$ cat src/rtl/cpu_ctrl_pkg.sv
// ==== cpu_ctrl_pkg : opcodes, FSM states and decode helpers for alu_instr_sequencer (rev 1.0) ====
`default_nettype none

package cpu_ctrl_pkg;

  localparam int OPC_BITS = 5;
  localparam int ALU_OP_W = 13;

  localparam logic [OPC_BITS-1:0] OPC_ADD  = 5'b00011;
  localparam logic [OPC_BITS-1:0] OPC_SUB  = 5'b00100;
  localparam logic [OPC_BITS-1:0] OPC_AND  = 5'b00101;
  localparam logic [OPC_BITS-1:0] OPC_OR   = 5'b00110;
  localparam logic [OPC_BITS-1:0] OPC_ROL  = 5'b00111;
  localparam logic [OPC_BITS-1:0] OPC_ROR  = 5'b01000;
  localparam logic [OPC_BITS-1:0] OPC_SHR  = 5'b01001;
  localparam logic [OPC_BITS-1:0] OPC_SHRA = 5'b01010;
  localparam logic [OPC_BITS-1:0] OPC_SHL  = 5'b01011;
  localparam logic [OPC_BITS-1:0] OPC_MUL  = 5'b01111;
  localparam logic [OPC_BITS-1:0] OPC_DIV  = 5'b10000;
  localparam logic [OPC_BITS-1:0] OPC_NEG  = 5'b10001;
  localparam logic [OPC_BITS-1:0] OPC_NOT  = 5'b10010;

  // alu_op bit positions, ADD is the MSB
  localparam int ALU_ADD  = 12;
  localparam int ALU_SUB  = 11;
  localparam int ALU_AND  = 10;
  localparam int ALU_OR   = 9;
  localparam int ALU_ROL  = 8;
  localparam int ALU_ROR  = 7;
  localparam int ALU_SHR  = 6;
  localparam int ALU_SHRA = 5;
  localparam int ALU_SHL  = 4;
  localparam int ALU_MUL  = 3;
  localparam int ALU_DIV  = 2;
  localparam int ALU_NEG  = 1;
  localparam int ALU_NOT  = 0;

  typedef enum logic [3:0] {IDLE, T0, T1, T2, T3, T4, T5, T6, DONE} state_t;

  typedef enum logic [1:0] {CLS_3REG, CLS_UNARY, CLS_MULDIV, CLS_ILLEGAL} instr_cls_t;

  function automatic instr_cls_t instr_class(input logic [OPC_BITS-1:0] opc);
    instr_cls_t cls;
    case (opc)
      OPC_ADD, OPC_SUB, OPC_AND, OPC_OR, OPC_ROL,
      OPC_ROR, OPC_SHR, OPC_SHRA, OPC_SHL: cls = CLS_3REG;
      OPC_NEG, OPC_NOT:                    cls = CLS_UNARY;
      OPC_MUL, OPC_DIV:                    cls = CLS_MULDIV;
      default:                             cls = CLS_ILLEGAL;
    endcase
    return cls;
  endfunction

  function automatic logic [ALU_OP_W-1:0] alu_onehot(input logic [OPC_BITS-1:0] opc);
    logic [ALU_OP_W-1:0] oh;
    oh = '0;
    case (opc)
      OPC_ADD:  oh[ALU_ADD]  = 1'b1;
      OPC_SUB:  oh[ALU_SUB]  = 1'b1;
      OPC_AND:  oh[ALU_AND]  = 1'b1;
      OPC_OR:   oh[ALU_OR]   = 1'b1;
      OPC_ROL:  oh[ALU_ROL]  = 1'b1;
      OPC_ROR:  oh[ALU_ROR]  = 1'b1;
      OPC_SHR:  oh[ALU_SHR]  = 1'b1;
      OPC_SHRA: oh[ALU_SHRA] = 1'b1;
      OPC_SHL:  oh[ALU_SHL]  = 1'b1;
      OPC_MUL:  oh[ALU_MUL]  = 1'b1;
      OPC_DIV:  oh[ALU_DIV]  = 1'b1;
      OPC_NEG:  oh[ALU_NEG]  = 1'b1;
      OPC_NOT:  oh[ALU_NOT]  = 1'b1;
      default:  oh = '0;
    endcase
    return oh;
  endfunction

endpackage

`default_nettype wire

$ cat src/rtl/reg_onehot_decoder.sv
// ==== reg_onehot_decoder : register index plus enable to one-hot select bus (rev 1.0) ====
`default_nettype none

module reg_onehot_decoder #(
  parameter int REG_COUNT = 16,
  parameter int REG_IDX_W = 4
) (
  input  logic [REG_IDX_W-1:0] i_idx,
  input  logic                 i_en,
  output logic [REG_COUNT-1:0] o_onehot
);

  genvar gi;
  generate
    for (gi = 0; gi < REG_COUNT; gi++) begin : g_bit
      assign o_onehot[gi] = i_en && (i_idx == REG_IDX_W'(gi));
    end
  endgenerate

endmodule

`default_nettype wire

$ cat src/rtl/alu_instr_sequencer.sv
// ==== alu_instr_sequencer : fetch/decode/execute control FSM for register ALU ops (rev 1.0) ====
`default_nettype none

module alu_instr_sequencer
  import cpu_ctrl_pkg::*;
#(
  parameter int WORD_W    = 32,
  parameter int REG_COUNT = 16,
  parameter int REG_IDX_W = 4,
  parameter int OPC_W     = 5
) (
  input  logic                 clock,
  input  logic                 clear,
  input  logic                 start,
  input  logic                 mem_ready,
  input  logic [WORD_W-1:0]    ir,
  output logic [REG_COUNT-1:0] Rin,
  output logic [REG_COUNT-1:0] Rout,
  output logic                 PCout,
  output logic                 PCin,
  output logic                 IncPC,
  output logic                 MARin,
  output logic                 MDRin,
  output logic                 MDRout,
  output logic                 MDMuxread,
  output logic                 IRin,
  output logic                 Yin,
  output logic                 Zlowin,
  output logic                 Zhighin,
  output logic                 Zlowout,
  output logic                 Zhighout,
  output logic                 HIin,
  output logic                 LOin,
  output logic [ALU_OP_W-1:0]  alu_op,
  output logic                 busy,
  output logic                 done,
  output logic                 illegal
);

  localparam int RA_MSB = WORD_W - OPC_W - 1;
  localparam int RB_MSB = RA_MSB - REG_IDX_W;
  localparam int RC_MSB = RB_MSB - REG_IDX_W;
  localparam int RC_LSB = RC_MSB - REG_IDX_W + 1;

  state_t                r_state;
  logic                  r_t1_first;
  instr_cls_t            r_cls;
  logic [ALU_OP_W-1:0]   r_alu;
  logic [REG_IDX_W-1:0]  r_ra, r_rb, r_rc;

  logic [OPC_W-1:0]      w_opc;
  logic [REG_IDX_W-1:0]  w_ra, w_rb, w_rc;
  logic                  w_ra_ok, w_rb_ok, w_rc_ok;
  instr_cls_t            w_cls_raw, w_cls;

  assign w_opc = ir[WORD_W-1 -: OPC_W];
  assign w_ra  = ir[RA_MSB -: REG_IDX_W];
  assign w_rb  = ir[RB_MSB -: REG_IDX_W];
  assign w_rc  = ir[RC_MSB -: REG_IDX_W];

  generate
    if (RC_LSB > 0) begin : g_unused
      logic w_unused_ir;
      assign w_unused_ir = ^ir[RC_LSB-1:0];
    end
  endgenerate

  assign w_ra_ok   = 32'(w_ra) < 32'(REG_COUNT);
  assign w_rb_ok   = 32'(w_rb) < 32'(REG_COUNT);
  assign w_rc_ok   = 32'(w_rc) < 32'(REG_COUNT);
  assign w_cls_raw = instr_class(OPC_BITS'(w_opc));

  // Out-of-range register fields demote a legal opcode to the illegal path
  always_comb begin
    w_cls = w_cls_raw;
    case (w_cls_raw)
      CLS_3REG:   if (!(w_ra_ok && w_rb_ok && w_rc_ok)) w_cls = CLS_ILLEGAL;
      CLS_UNARY,
      CLS_MULDIV: if (!(w_ra_ok && w_rb_ok))            w_cls = CLS_ILLEGAL;
      default:    w_cls = w_cls_raw;
    endcase
  end

  always_ff @(posedge clock) begin
    if (clear) begin
      r_state    <= IDLE;
      r_t1_first <= 1'b0;
      r_cls      <= CLS_ILLEGAL;
      r_alu      <= '0;
      r_ra       <= '0;
      r_rb       <= '0;
      r_rc       <= '0;
    end else begin
      case (r_state)
        IDLE: if (start) r_state <= T0;
        T0: begin
          r_state    <= T1;
          r_t1_first <= 1'b1;
        end
        T1: begin
          r_t1_first <= 1'b0;
          if (mem_ready) r_state <= T2;
        end
        T2: begin
          r_cls   <= w_cls;
          r_alu   <= alu_onehot(OPC_BITS'(w_opc));
          r_ra    <= w_ra;
          r_rb    <= w_rb;
          r_rc    <= w_rc;
          r_state <= T3;
        end
        T3:      r_state <= (r_cls == CLS_ILLEGAL) ? DONE : T4;
        T4:      r_state <= (r_cls == CLS_UNARY)   ? DONE : T5;
        T5:      r_state <= (r_cls == CLS_3REG)    ? DONE : T6;
        T6:      r_state <= DONE;
        DONE:    r_state <= IDLE;
        default: r_state <= IDLE;
      endcase
    end
  end

  logic                 w_rout_en, w_rin_en;
  logic [REG_IDX_W-1:0] w_rout_idx;

  always_comb begin
    w_rout_en  = 1'b0;
    w_rout_idx = r_rb;
    w_rin_en   = 1'b0;
    PCout = 1'b0; PCin = 1'b0; IncPC = 1'b0; MARin = 1'b0;
    MDRin = 1'b0; MDRout = 1'b0; MDMuxread = 1'b0; IRin = 1'b0; Yin = 1'b0;
    Zlowin = 1'b0; Zhighin = 1'b0; Zlowout = 1'b0; Zhighout = 1'b0;
    HIin = 1'b0; LOin = 1'b0;
    alu_op = '0;
    case (r_state)
      T0: begin
        PCout = 1'b1; MARin = 1'b1; IncPC = 1'b1; Zlowin = 1'b1;
      end
      T1: begin
        PCin      = r_t1_first;
        Zlowout   = r_t1_first;
        MDMuxread = 1'b1;
        MDRin     = 1'b1;
      end
      T2: begin
        MDRout = 1'b1; IRin = 1'b1;
      end
      T3: begin
        case (r_cls)
          CLS_3REG:   begin w_rout_en = 1'b1; Yin = 1'b1; end
          CLS_UNARY:  begin
            w_rout_en = 1'b1; alu_op = r_alu; Zlowin = 1'b1; Zhighin = 1'b1;
          end
          CLS_MULDIV: begin w_rout_en = 1'b1; w_rout_idx = r_ra; Yin = 1'b1; end
          default:    w_rout_en = 1'b0;
        endcase
      end
      T4: begin
        case (r_cls)
          CLS_3REG: begin
            w_rout_en = 1'b1; w_rout_idx = r_rc;
            alu_op = r_alu; Zlowin = 1'b1; Zhighin = 1'b1;
          end
          CLS_UNARY:  begin Zlowout = 1'b1; w_rin_en = 1'b1; end
          CLS_MULDIV: begin
            w_rout_en = 1'b1; alu_op = r_alu; Zlowin = 1'b1; Zhighin = 1'b1;
          end
          default:    w_rout_en = 1'b0;
        endcase
      end
      T5: begin
        Zlowout  = (r_cls == CLS_3REG) || (r_cls == CLS_MULDIV);
        w_rin_en = (r_cls == CLS_3REG);
        LOin     = (r_cls == CLS_MULDIV);
      end
      T6: begin
        Zhighout = 1'b1; HIin = 1'b1;
      end
      default: w_rout_en = 1'b0;
    endcase
  end

  reg_onehot_decoder #(.REG_COUNT(REG_COUNT), .REG_IDX_W(REG_IDX_W)) u_rout_dec (
    .i_idx    (w_rout_idx),
    .i_en     (w_rout_en),
    .o_onehot (Rout)
  );

  reg_onehot_decoder #(.REG_COUNT(REG_COUNT), .REG_IDX_W(REG_IDX_W)) u_rin_dec (
    .i_idx    (r_ra),
    .i_en     (w_rin_en),
    .o_onehot (Rin)
  );

  assign busy    = (r_state != IDLE);
  assign done    = (r_state == DONE);
  assign illegal = (r_state == DONE) && (r_cls == CLS_ILLEGAL);

endmodule

`default_nettype wire

$ cat config.mk
export PLATFORM = sky130hd
export DESIGN_NAME = alu_instr_sequencer
export DESIGN_NICKNAME = d
export VERILOG_FILES = /design/src/rtl/cpu_ctrl_pkg.sv /design/src/rtl/reg_onehot_decoder.sv /design/src/rtl/alu_instr_sequencer.sv
export SDC_FILE = /design/constraint.sdc
export NUM_CORES = 1
export LEC_CHECK = 0
export BUFFER_PORTS_ARGS = -buffer_cell sky130_fd_sc_hd__buf_4
export CAP_MARGIN = 20
export CORE_MARGIN = 4
export CORE_UTILIZATION = 48
export CTS_BUF_LIST = sky130_fd_sc_hd__clkbuf_8
export DETAILED_ROUTE_END_ITERATION = 10
export PLACE_DENSITY = 0.82
export SETUP_SLACK_MARGIN = 0.5
export SYNTH_ARGS = -nofsm -noshare
export SYNTH_HDL_FRONTEND = slang
export SYNTH_HIERARCHICAL = 1
export SYNTH_SLANG_ARGS = --single-unit
$ cat constraint.sdc
create_clock -name clock -period 2.3 [get_ports clock]
set_clock_uncertainty 0.05 [all_clocks]
set_input_delay 0.115 -clock clock [delete_from_list [all_inputs] [get_ports clock]]
set_output_delay 0.115 -clock clock [all_outputs]
set_load 0.01 [all_outputs]
==> reports/summary.log, run 1 <==
qor: hold_path.hold_path_class in2reg
qor: cells_and_area.final_cells 426
qor: cts.clk_root_buffer_cell clkbuf_8
qor: detailed_routing.routed-via-count 2,370
qor: place.port_buffers 83
qor: worst_setup_path.cp_data_required_time 2.13 ns
qor: timing.worst-slew-pin-transition 0.426 ns
qor: outcome.failed_checks negative setup slack
qor: hold_path.number_of_stages_on_the_worst_hold_path 3
qor: cts.clkLatencyLatePin 0.28 ns
qor: cts.clock-sinks 32
qor: floorplanning.core.rowCount 23
qor: worst_setup_path.setup.worst_path.class reg2out
qor: timing.min_period_over_period 1.03
qor: timing.final_critical_path_setup_slack -0.0703 ns
qor: cells_and_area.fillerInstances 274
qor: worst_setup_path.sequence_of_cells_on_the_critical_path nor2_4 -> mux2_4 -> a221o_1 -> or3b_4 -> nor3_4 -> buf_6
qor: worst_setup_path.timing.critical_path.slowest_stage_cell or3b_4
qor: yosys.synth_flop_type dfxtp_1
qor: worst_setup_path.cp_startpoint_kind register
qor: timing.fmax 422 MHz
qor: detailed_routing.post-route-drc-count 0
qor: timing.report.final.hold_viol_count 0
qor: cts.clk_pin_slew 0.07 ns
qor: detailed_routing.detail-route-antenna-nets 0
qor: timing.setup_repair_after_global_routing_missed_its_margin true
qor: cells_and_area.antennaDiodeCount 0
qor: power_and_ir_drop.power_density 465 mW/mm^2
qor: worst_setup_path.worstRegToRegCells 6
qor: detailed_routing.drt-initial-drc-count 156
qor: cts.cts_max_path_buffers 2
qor: place.gp_congestion 0.851
qor: cells_and_area.fraction_of_the_core_area_covered_by_cells_at_the_end_of_the_flow 0.808
qor: cells_and_area.layout-drive-gt1-share 0.524
qor: floorplanning.area_of_the_die 0.00547 mm^2
qor: yosys.syn_area 0.00209 mm^2
qor: timing.final_period_minus_worst_setup_slack 2.37 ns
qor: job.drv_cap 0
qor: worst_setup_path.worst-endpoint-arrival 2.21 ns
qor: global_route.grt_pass1_wl 10.2 mm
qor: global_route.grt_start_max_net_pins 33
qor: detailed_routing.post_drt_wl_per_cell 15.7 um
qor: yosys.synthesis.yosys.warnings 6
qor: place.worst_setup_slack_before_clock_tree_synthesis 0.153 ns
qor: yosys.ys_types 46
qor: cells_and_area.final_cell_mix buf_4 (101), nand2_1 (43), a21oi_1 (29), dfxtp_1 (27), nor2_1 (17)
qor: place.hpwl 4.24 mm
qor: cts.h-tree-depth 2
qor: power_and_ir_drop.static-leakage-power 1.40 nW
qor: global_route.vias_in_the_first_global_route 2,135
qor: worst_setup_path.path_max_fanout 5
qor: yosys.synth.net_count 317
qor: cts.tritoncts_clock_tree done
qor: power_and_ir_drop.peakVddDrop 0.382 mV
qor: yosys.syn_inst 276
qor: yosys.yosys_register_bits 32
qor: worst_setup_path.path_delay_family simple AND/OR/NAND/NOR gates
qor: floorplanning.initial_core_util 0.507
qor: detailed_routing.route.detailed.vias_per_inst 5.56
qor: cells_and_area.final_common_cell buf_4
qor: floorplanning.core_area 0.00412 mm^2
qor: worst_setup_path.critical_path.max_stage_delay 0.47 ns
qor: global_route.antenna_found_initial 0
qor: global_route.overflow 0
qor: cts.cts_hold_buffers 0
qor: worst_setup_path.cp_num_buf_inv 1
qor: place.numPlacedInstances 399
qor: floorplanning.dieHeight 73.9 um
qor: outcome.outcome finished, violations left
qor: worst_setup_path.crit_path_end_kind output pin
qor: timing.setup_viol 13
qor: yosys.post_synth.cell_area_avg 7.56 um^2
qor: place.place_area 0.00284 mm^2
qor: detailed_routing.postRouteWirelength 6.68 mm
qor: timing.worst_slew_margin_rel 0.715
qor: floorplanning.die_w 73.9 um
qor: cells_and_area.area_delta_synth_final 59.4%
qor: cts.tritoncts.num_buffers 5
qor: floorplanning.floorplan.io_pins 99
qor: worst_setup_path.critical_path_cell_count 6
qor: yosys.ffs_w_async_s_r_synth 0
qor: detailed_routing.drt-pass1-iter-count 5
qor: cells_and_area.nNetsFinal 416
qor: timing.max_slew_violation_total_from_the_final_report 0
qor: yosys.seq_area_frac_synth 0.307
qor: global_route.grt_util_all_layers 0.238
qor: yosys.synth-edff-count 0
qor: cells_and_area.postLayoutCellArea 0.00333 mm^2
-- where the power goes --
part | internal (mW) | switching, mW | total (mW)
registers | 0.586 | 0.0467 | 0.632
logic | 0.239 | 0.240 | 0.479
clock network | 0.214 | 0.220 | 0.434
-- cells in the mapped netlist (2+ instances only) --
cell type | n | area, um^2
nand3b_1 | 5 | 37.5
nor2b_1 | 5 | 31.3
a21oi_1 | 29 | 145
clkbuf_1 | 3 | 11.3
a221o_1 | 5 | 50.1
buf_4 | 8 | 60.1
inv_1 | 5 | 18.8
buf_2 | 11 | 55.1
or3b_4 | 2 | 22.5
nor3_2 | 2 | 20.0
mux2_2 | 4 | 45.0
nor2_1 | 32 | 120
ha_1 | 5 | 62.6
o31ai_1 | 2 | 15.0
xor2_1 | 2 | 17.5
o21ai_0 | 3 | 15.0
nand2b_1 | 7 | 43.8
and3_1 | 6 | 37.5
nand4b_1 | 2 | 17.5
nand2_1 | 44 | 165
and2_1 | 16 | 100
nor3b_1 | 5 | 37.5
nand3_1 | 12 | 60.1
nor3_1 | 8 | 40.0
dfxtp_1 | 32 | 641
-- final cells by class --
| cell class | instances | area (um^2) | share of cell area |
|---|---|---|---|
| clock buffers | 5 | 68.8 | 0.0207 |
| clock inverters | 3 | 23.8 | 0.00715 |
| inverters | 6 | 23.8 | 0.00715 |
| multi-input cells | 216 | 1580 | 0.475 |
| flip-flops and latches | 32 | 654 | 0.197 |
| well taps | 50 | 62.6 | 0.0188 |
| repair buffers | 114 | 913 | 0.275 |
-- sequential cells by signal, indices dropped and copies added (netlist names) --
name / count
r_state: 4
r_cls: 2
r_rc: 4
r_ra: 4
r_rb: 4
r_alu: 13
r_t1_first: 1
-- logic make-up (layout without fill, tap and decap cells) --
kind of cell               after synthesis  count (layout)  synth area share
xor gates and xnor gates                 3               3            0.0162
and+or+nand+nor                        155             155             0.392
adders and majority gates                5               5            0.0300
muxes                                    6               6            0.0372
buffers and inverters                   29             128            0.0767
DFF                                     32              32             0.307
AOI/OAI and AO/OA                       46              47             0.141
-- repair_timing --
action | in CTS | in global routing
buffers inserted | 12 | 6
resized for setup | 48 | 18
pin swaps | 17 | 6
setup endpoints to repair | 49 | 48
gates cloned | 1 | 0
-- path summary, 6_finish.rpt --
check                    end  slack (ns)      from
setup reg to reg  r_state[0]        0.67  r_cls[0]
setup / recovery     Rout[0]       -0.07  r_cls[1]
hold / removal       r_ra[2]        0.02    ir[25]
hold reg to reg     r_alu[7]        0.40  r_alu[7]
-- metal layers --
layer,vias to the layer above,global-route usage,part of all wire
met4,0,0.0765,0.026
met1,1104,0.309,0.40
li1,1138,-,-
met3,20,0.0473,0.077
met2,108,0.398,0.50
met5,-,0,0
-- tightest hold or removal path: stages --
cell     delay [ns]
buf_4          0.11
nand2_1        0.04
a21oi_1        0.05
-- stage by stage --
step,total power [mW],setup TNS [ns],hold slack [ns]
after floorplan,0.897,0,0.141
after global placement,1.01,0,0.314
after detailed placement,1.02,0,0.323
after CTS,1.51,-0.154,0.0172
after global routing,1.63,-1.36,0.0196
final,1.55,-0.468,0.0182
Note: power is estimated with default switching activity, not from simulation.
==> run 2, diff against run 1 <==
--- a/config.mk
+++ b/config.mk
@@ -7,11 +7,13 @@
 export LEC_CHECK = 0
 export BUFFER_PORTS_ARGS = -buffer_cell sky130_fd_sc_hd__buf_4
 export CAP_MARGIN = 20
+export CELL_PAD_IN_SITES_DETAIL_PLACEMENT = 2
+export CELL_PAD_IN_SITES_GLOBAL_PLACEMENT = 2
 export CORE_MARGIN = 4
-export CORE_UTILIZATION = 48
+export CORE_UTILIZATION = 25
 export CTS_BUF_LIST = sky130_fd_sc_hd__clkbuf_8
 export DETAILED_ROUTE_END_ITERATION = 10
-export PLACE_DENSITY = 0.82
+export PLACE_DENSITY_LB_ADDON = 0.1
 export SETUP_SLACK_MARGIN = 0.5
 export SYNTH_ARGS = -nofsm -noshare
 export SYNTH_HDL_FRONTEND = slang
==> run 2 against run 1 <==
  * Global-route usage decreased by 8.3 points
  * Worst setup slack got worse by 0.046 ns
  * Routed wire length increased by 19%
  * Sequential share of layout area decreased by 0.93 points
  * Critical path depth unchanged
  * The flow still finishes with violations (negative setup slack)
  * Utilization decreased by 38 points
  * Maximum frequency decreased by 1.9%
  * Critical endpoint unchanged
  * Final cell count increased by 14%
==> reports/summary.log, run 2 (synthesized netlist as in run 1, its figures left out) <==
qor: worst_setup_path.worst-endpoint-arrival 2.25 ns
qor: timing.max_slew_violation_total_from_the_final_report 0
qor: floorplanning.area_of_the_die 0.00987 mm^2
qor: cts.clock-sinks 32
qor: worst_setup_path.cp_num_buf_inv 1
qor: cells_and_area.largest_register_ffs 13
qor: timing.worst-slew-pin-transition 0.429 ns
qor: detailed_routing.detail-route-antenna-nets 0
qor: hold_path.whs_endpoint r_rb[0]
qor: timing.report.final.hold_viol_count 0
qor: detailed_routing.post_drt_wl_per_cell 16.3 um
qor: detailed_routing.postRouteWirelength 7.96 mm
qor: timing.final_critical_path_setup_slack -0.116 ns
qor: timing.setup_viol 6
qor: cts.tritoncts.num_buffers 5
qor: worst_setup_path.cp_data_required_time 2.13 ns
qor: place.gp_congestion 0.719
qor: worst_setup_path.r2r_start r_state[1]
qor: cells_and_area.top_register_by_number_of_flip_flops r_alu
qor: worst_setup_path.worstRegToRegCells 7
qor: worst_setup_path.setup.worst_path.class reg2out
qor: detailed_routing.post-route-drc-count 0
qor: power_and_ir_drop.p_sw_frac 0.328
qor: detailed_routing.route.detailed.vias_per_inst 4.90
qor: cts.clk_root_buffer_cell clkbuf_8
qor: place.hpwl 5.55 mm
qor: floorplanning.dieHeight 99.4 um
qor: floorplanning.core.rowCount 33
qor: cells_and_area.layout-drive-gt1-share 0.508
qor: global_route.grt_start_max_net_pins 33
qor: global_route.grt_pass1_wl 12.5 mm
qor: outcome.outcome finished, violations left
qor: cells_and_area.final_common_cell buf_4
qor: cells_and_area.final_cells 487
qor: worst_setup_path.path_delay_family simple AND/OR/NAND/NOR gates
qor: power_and_ir_drop.clkPwrFrac 0.284
qor: power_and_ir_drop.peakVddDrop 0.230 mV
qor: power_and_ir_drop.net_switching_power 0.535 mW
qor: hold_path.number_of_stages_on_the_worst_hold_path 3
qor: place.worst_setup_slack_before_clock_tree_synthesis 0.128 ns
qor: floorplanning.core_area 0.00818 mm^2
qor: cells_and_area.nNetsFinal 422
qor: worst_setup_path.reg2reg_setup_slack 0.63 ns
qor: detailed_routing.routed-via-count 2,385
qor: timing.worst_slew_margin_rel 0.713
qor: global_route.antenna_found_initial 0
qor: worst_setup_path.path_max_fanout 5
qor: floorplanning.initial_core_util 0.255
qor: cts.clkLatencyLatePin 0.29 ns
qor: power_and_ir_drop.power_frac_seq 0.384
qor: worst_setup_path.timing.rr.end r_cls[0]
qor: detailed_routing.drt-initial-drc-count 30
qor: cells_and_area.final_cell_mix buf_4 (97), nand2_1 (43), a21oi_1 (29), dfxtp_1 (27), buf_6 (20)
qor: cts.cts_max_path_buffers 2
qor: worst_setup_path.critical_path.max_stage_delay 0.48 ns
qor: timing.final_period_minus_worst_setup_slack 2.42 ns
qor: hold_path.hold_path_class in2reg
qor: timing.fmax 414 MHz
qor: global_route.vias_in_the_first_global_route 2,448
qor: timing.min_period_over_period 1.05
qor: place.port_buffers 83
qor: global_route.overflow 0
qor: cells_and_area.area_delta_synth_final 67.9%
qor: floorplanning.die_w 99.4 um
qor: worst_setup_path.sequence_of_cells_on_the_critical_path nor2_4 -> mux2_4 -> a221o_1 -> or3b_4 -> nor3_4 -> buf_6
qor: power_and_ir_drop.power.total 1.63 mW
qor: cts.h-tree-depth 2
qor: floorplanning.floorplan.io_pins 99
qor: cells_and_area.antennaDiodeCount 0
qor: global_route.grt_util_all_layers 0.155
qor: worst_setup_path.timing.critical_path.slowest_stage_cell or3b_4
qor: worst_setup_path.crit_path_end_kind output pin
qor: cts.clk_pin_slew 0.07 ns
qor: place.numPlacedInstances 456
qor: detailed_routing.drt-pass1-iter-count 4
qor: cts.tritoncts_clock_tree done
qor: power_and_ir_drop.internal-power 1.09 mW
qor: power_and_ir_drop.combinationalPowerShare 0.332
qor: worst_setup_path.cp_startpoint_kind register
qor: job.drv_cap 0
qor: power_and_ir_drop.static-leakage-power 1.44 nW
qor: cells_and_area.fraction_of_the_core_area_covered_by_cells_at_the_end_of_the_flow 0.429
qor: hold_path.hold_path.startpoint ir[19]
qor: timing.setup_repair_after_global_routing_missed_its_margin true
qor: power_and_ir_drop.power_density 465 mW/mm^2
qor: outcome.failed_checks negative setup slack
==> run 2: what timing repair did <==
item                       CTS  global route
pin swaps                   12            15
resized for setup           35            40
setup endpoints to repair   49            52
hold buffers                 0             0
buffers inserted            11            12
==> run 2: power by group through the flow <==
stage | Clock (mW) | Sequential, mW | Combinational (mW)
after floorplan | 0 | 0.610 | 0.287
after global placement | 0 | 0.626 | 0.403
after detailed placement | 0 | 0.628 | 0.413
after CTS | 0.481 | 0.624 | 0.477
after global routing | 0.499 | 0.631 | 0.588
final | 0.462 | 0.626 | 0.540
==> run 2: worst max path at each step <==
stage / slack [ns] / from / cells after the start / endpoint
6_report: -0.12 / r_cls[1] / 6 / Rout[0]
5_1_grt: -0.19 / r_cls[1] / 6 / Rout[0]
4_1_cts: -0.09 / r_cls[0] / 6 / Rout[0]
3_5_place_dp: 0.13 / r_cls[1] / 6 / Rout[0]
3_3_place_gp: 0.16 / r_cls[1] / 6 / Rout[0]
2_1_floorplan: 0.27 / r_cls[0] / 6 / Rout[1]
==> run 2: worst register-to-register path, stage by stage, from the launching register on <==
cell and delay (ns):
dfxtp_4 0.36, buf_6 0.11, buf_8 0.11, buf_6 0.14, nand4bb_4 0.12, buf_6 0.25, a21oi_1 0.09, a221o_1 0.32
==> run 2: layout make-up <==
| cell class | instances | area, um^2 |
|---|---|---|
| Multi-Input combinational cell | 215 | 1570 |
| Inverter | 6 | 27.5 |
| Sequential cell | 32 | 657 |
| Fill cell | 944 | 4670 |
| Clock buffer | 6 | 82.6 |
| Clock inverter | 2 | 10.0 |
| Timing Repair Buffer | 121 | 1020 |
| Tap cell | 105 | 131 |
==> run 2: through the flow <==
stage | instance area (um^2) | setup TNS [ns] | hold WS [ns]
5_1_grt | 3500 | -2.10 | 0.0219
4_1_cts | 3250 | -0.289 | 0.0113
2_1_floorplan | 2200 | 0 | 0.141
3_3_place_gp | 2920 | 0 | 0.314
3_5_place_dp | 2920 | 0 | 0.323
6_report | 3500 | -0.381 | 0.0249
==> run 2: metal layers <==
metal,wire (um),vias to the layer above,GRT usage
met2,4030,55,0.265
met3,297,9,0.0245
met1,3540,1168,0.205
met4,95,0,0.0378
met5,0,-,0
li1,-,1153,-
==> run 3, diff against run 2 <==
--- a/config.mk
+++ b/config.mk
@@ -13,7 +13,7 @@
 export CORE_UTILIZATION = 25
 export CTS_BUF_LIST = sky130_fd_sc_hd__clkbuf_8
 export DETAILED_ROUTE_END_ITERATION = 10
-export PLACE_DENSITY_LB_ADDON = 0.1
+export PLACE_DENSITY = 0.79
 export SETUP_SLACK_MARGIN = 0.5
 export SYNTH_ARGS = -nofsm -noshare
 export SYNTH_HDL_FRONTEND = slang
==> constraint.sdc (replaced) <==
create_clock -name clock -period 2.3 [get_ports clock]
set_clock_uncertainty 0.05 [all_clocks]
set_input_delay 0.345 -clock clock [delete_from_list [all_inputs] [get_ports clock]]
set_output_delay 0.345 -clock clock [all_outputs]
set_load 0.01 [all_outputs]
==> run 3 against run 2 <==
  * The run still ends with negative setup slack left
  * Count of clock-buffer cells in the layout grew 1
  * Sequential cell count unchanged
  * Worst setup slack worse by 0.31 ns
  * Via count rose by 6.7%
  * Power up 20%
==> reports/summary.log, run 3 (synthesized netlist as in run 1, its figures left out) <==
qor: detailed_routing.drt-pass1-iter-count 4
qor: global_route.grt_util_all_layers 0.184
qor: cts.clock-sinks 32
qor: worst_setup_path.crit_path_end_kind output pin
qor: timing.final_critical_path_setup_slack -0.424 ns
qor: job.drv_cap 0
qor: detailed_routing.post_drt_wl_per_cell 23.2 um
qor: floorplanning.area_of_the_die 0.00987 mm^2
qor: timing.final_period_minus_worst_setup_slack 2.72 ns
qor: floorplanning.core.rowCount 33
qor: worst_setup_path.reg2reg_setup_slack 0.41 ns
qor: outcome.outcome finished, violations left
qor: worst_setup_path.r2r_start r_state[3]
qor: cells_and_area.multi_input_area 0.00175 mm^2
qor: floorplanning.floorplan.io_pins 99
qor: global_route.gr-max-usage-layer met2
qor: worst_setup_path.sequence_of_cells_on_the_critical_path nor2_4 -> buf_4 -> buf_6 -> mux2_2 -> a221o_2 -> buf_12 -> nor3_2 -> buf_4
qor: power_and_ir_drop.power_density 500 mW/mm^2
qor: place.hpwl 5.94 mm
qor: outcome.failed_checks negative setup slack
qor: global_route.vias_in_the_first_global_route 2,633
qor: timing.worst-slew-pin-transition 0.473 ns
qor: worst_setup_path.worstRegToRegCells 11
qor: timing.min_period_over_period 1.18
qor: cells_and_area.final_common_cell buf_4
qor: cells_and_area.largest_register_ffs 13
qor: cells_and_area.area_delta_synth_final 86.9%
qor: cells_and_area.layout.area.seq 656 um^2
qor: floorplanning.core_area 0.00818 mm^2
qor: power_and_ir_drop.static-leakage-power 1.61 nW
qor: timing.setup_repair_after_global_routing_missed_its_margin true
qor: timing.worst_slew_margin_rel 0.683
qor: cells_and_area.antennaDiodeCount 0
qor: global_route.gr-usage-met2 0.349
qor: worst_setup_path.critical_path.max_stage_delay 0.40 ns
qor: cells_and_area.postLayoutCellArea 0.00390 mm^2
qor: cts.tritoncts.num_buffers 5
qor: worst_setup_path.cp_startpoint_kind register
qor: timing.setup_viol 32
qor: detailed_routing.route.detailed.vias_per_inst 5.15
qor: timing.fmax 367 MHz
qor: cts.cts_max_path_buffers 2
qor: timing.max_slew_violation_total_from_the_final_report 0
qor: cts.tritoncts_clock_tree done
qor: power_and_ir_drop.peakVddDrop 0.251 mV
qor: floorplanning.die_w 99.4 um
qor: worst_setup_path.path_delay_family buffers and inverters
qor: cts.h-tree-depth 2
qor: global_route.grt_use_met1 0.212
qor: detailed_routing.detail-route-antenna-nets 0
qor: detailed_routing.drt-initial-drc-count 134
qor: timing.totalNegativeSetupSlack -8.54 ns
qor: worst_setup_path.worst-endpoint-arrival 2.33 ns
qor: worst_setup_path.path_max_fanout 6
qor: place.port_buffers 83
qor: hold_path.whs_endpoint r_ra[3]
qor: worst_setup_path.cp_num_buf_inv 4
qor: place.gp_congestion 0.726
qor: worst_setup_path.setup.worst_path.class reg2out
qor: worst_setup_path.timing.critical_path.mode_cell buf_4
qor: worst_setup_path.timing.critical_path.slowest_stage_cell a221o_2
qor: worst_setup_path.timing.rr.end r_ra[0]
qor: detailed_routing.routed-via-count 2,544
qor: hold_path.number_of_stages_on_the_worst_hold_path 3
qor: floorplanning.initial_core_util 0.255
qor: detailed_routing.post-route-drc-count 0
qor: detailed_routing.postRouteWirelength 11.5 mm
qor: cts.clk_root_buffer_cell clkbuf_8
qor: cells_and_area.nNetsFinal 429
qor: timing.report.final.hold_viol_count 0
qor: hold_path.hold_path.startpoint ir[26]
qor: cells_and_area.top_register_by_number_of_flip_flops r_alu
qor: cells_and_area.layout-drive-gt1-share 0.589
qor: global_route.grt_pass1_wl 14.5 mm
qor: worst_setup_path.critical_path_cell_count 8
qor: global_route.grt_start_max_net_pins 33
qor: cts.clk_pin_slew 0.08 ns
qor: cts.cts_hold_buffers 0
qor: worst_setup_path.cp_data_required_time 1.90 ns
qor: global_route.antenna_found_initial 0
qor: place.place_area 0.00300 mm^2
qor: cells_and_area.final_cell_mix buf_4 (85), nand2_1 (34), buf_6 (34), dfxtp_1 (26), a21oi_1 (21)
qor: floorplanning.dieHeight 99.4 um
qor: global_route.overflow 0
qor: cells_and_area.fillerInstances 881
qor: place.worst_setup_slack_before_clock_tree_synthesis -0.0564 ns
qor: global_route.groute.layer.met3.usage 0.0323
qor: hold_path.hold_path_class in2reg
qor: cts.clkLatencyLatePin 0.29 ns
==> run 3: per-layer routing <==
metal	up-vias	wire, um
li1	1166	-
met1	1284	4360
met2	80	6470
met3	14	475
met4	0	148
met5	-	0
==> run 3: worst max path at each step <==
stage | to | startpoint | slack, ns
2_1_floorplan | Rout[1] | r_cls[0] | 0.04
3_3_place_gp | Rout[0] | r_cls[1] | -0.02
3_5_place_dp | Rout[0] | r_cls[1] | -0.06
4_1_cts | Rout[0] | r_cls[0] | -0.31
5_1_grt | Rout[0] | r_cls[0] | -0.47
6_report | Rout[8] | r_cls[0] | -0.42
==> run 3: worst min-delay path, delay by kind of cell <==
family / cells / cell delay (ns)
AOI/OAI and AO/OA: 1 / 0.04
and+or+nand+nor: 1 / 0.06
buffers and inverters: 1 / 0.12
==> run 3: where the power goes <==
group	switching [mW]	internal, mW
clock network	0.239	0.383
registers	0.0525	0.586
logic	0.366	0.326
total	0.657	1.29
==> run 3: per-stage QoR <==
step | std cells | power, mW | util | hold slack, ns
floorplan | 276 | 0.899 | - | 0.371
global placement | 461 | 1.03 | 0.367 | 0.385
detailed placement | 461 | 1.06 | 0.367 | 0.397
CTS | 482 | 1.79 | 0.423 | 0.241
global route | 494 | 2.04 | 0.477 | 0.249
finish | 494 | 1.95 | 0.477 | 0.260
==> run 3: cell type report <==
| class | instances | area share |
|---|---|---|
| inverters | 6 | 0.00770 |
| well taps | 105 | 0.0337 |
| clock inverters | 1 | 0.00770 |
| multi-input cells | 215 | 0.449 |
| clock buffers | 7 | 0.0247 |
| repair buffers | 128 | 0.309 |
| flip-flops and latches | 32 | 0.168 |
==> run 3: repair_timing <==
action                                  CTS  global route
resized for setup                        54            76
gates cloned                              0             3
endpoints found under the setup margin   67            69
pin swaps                                15            27
setup buffers                            13             9
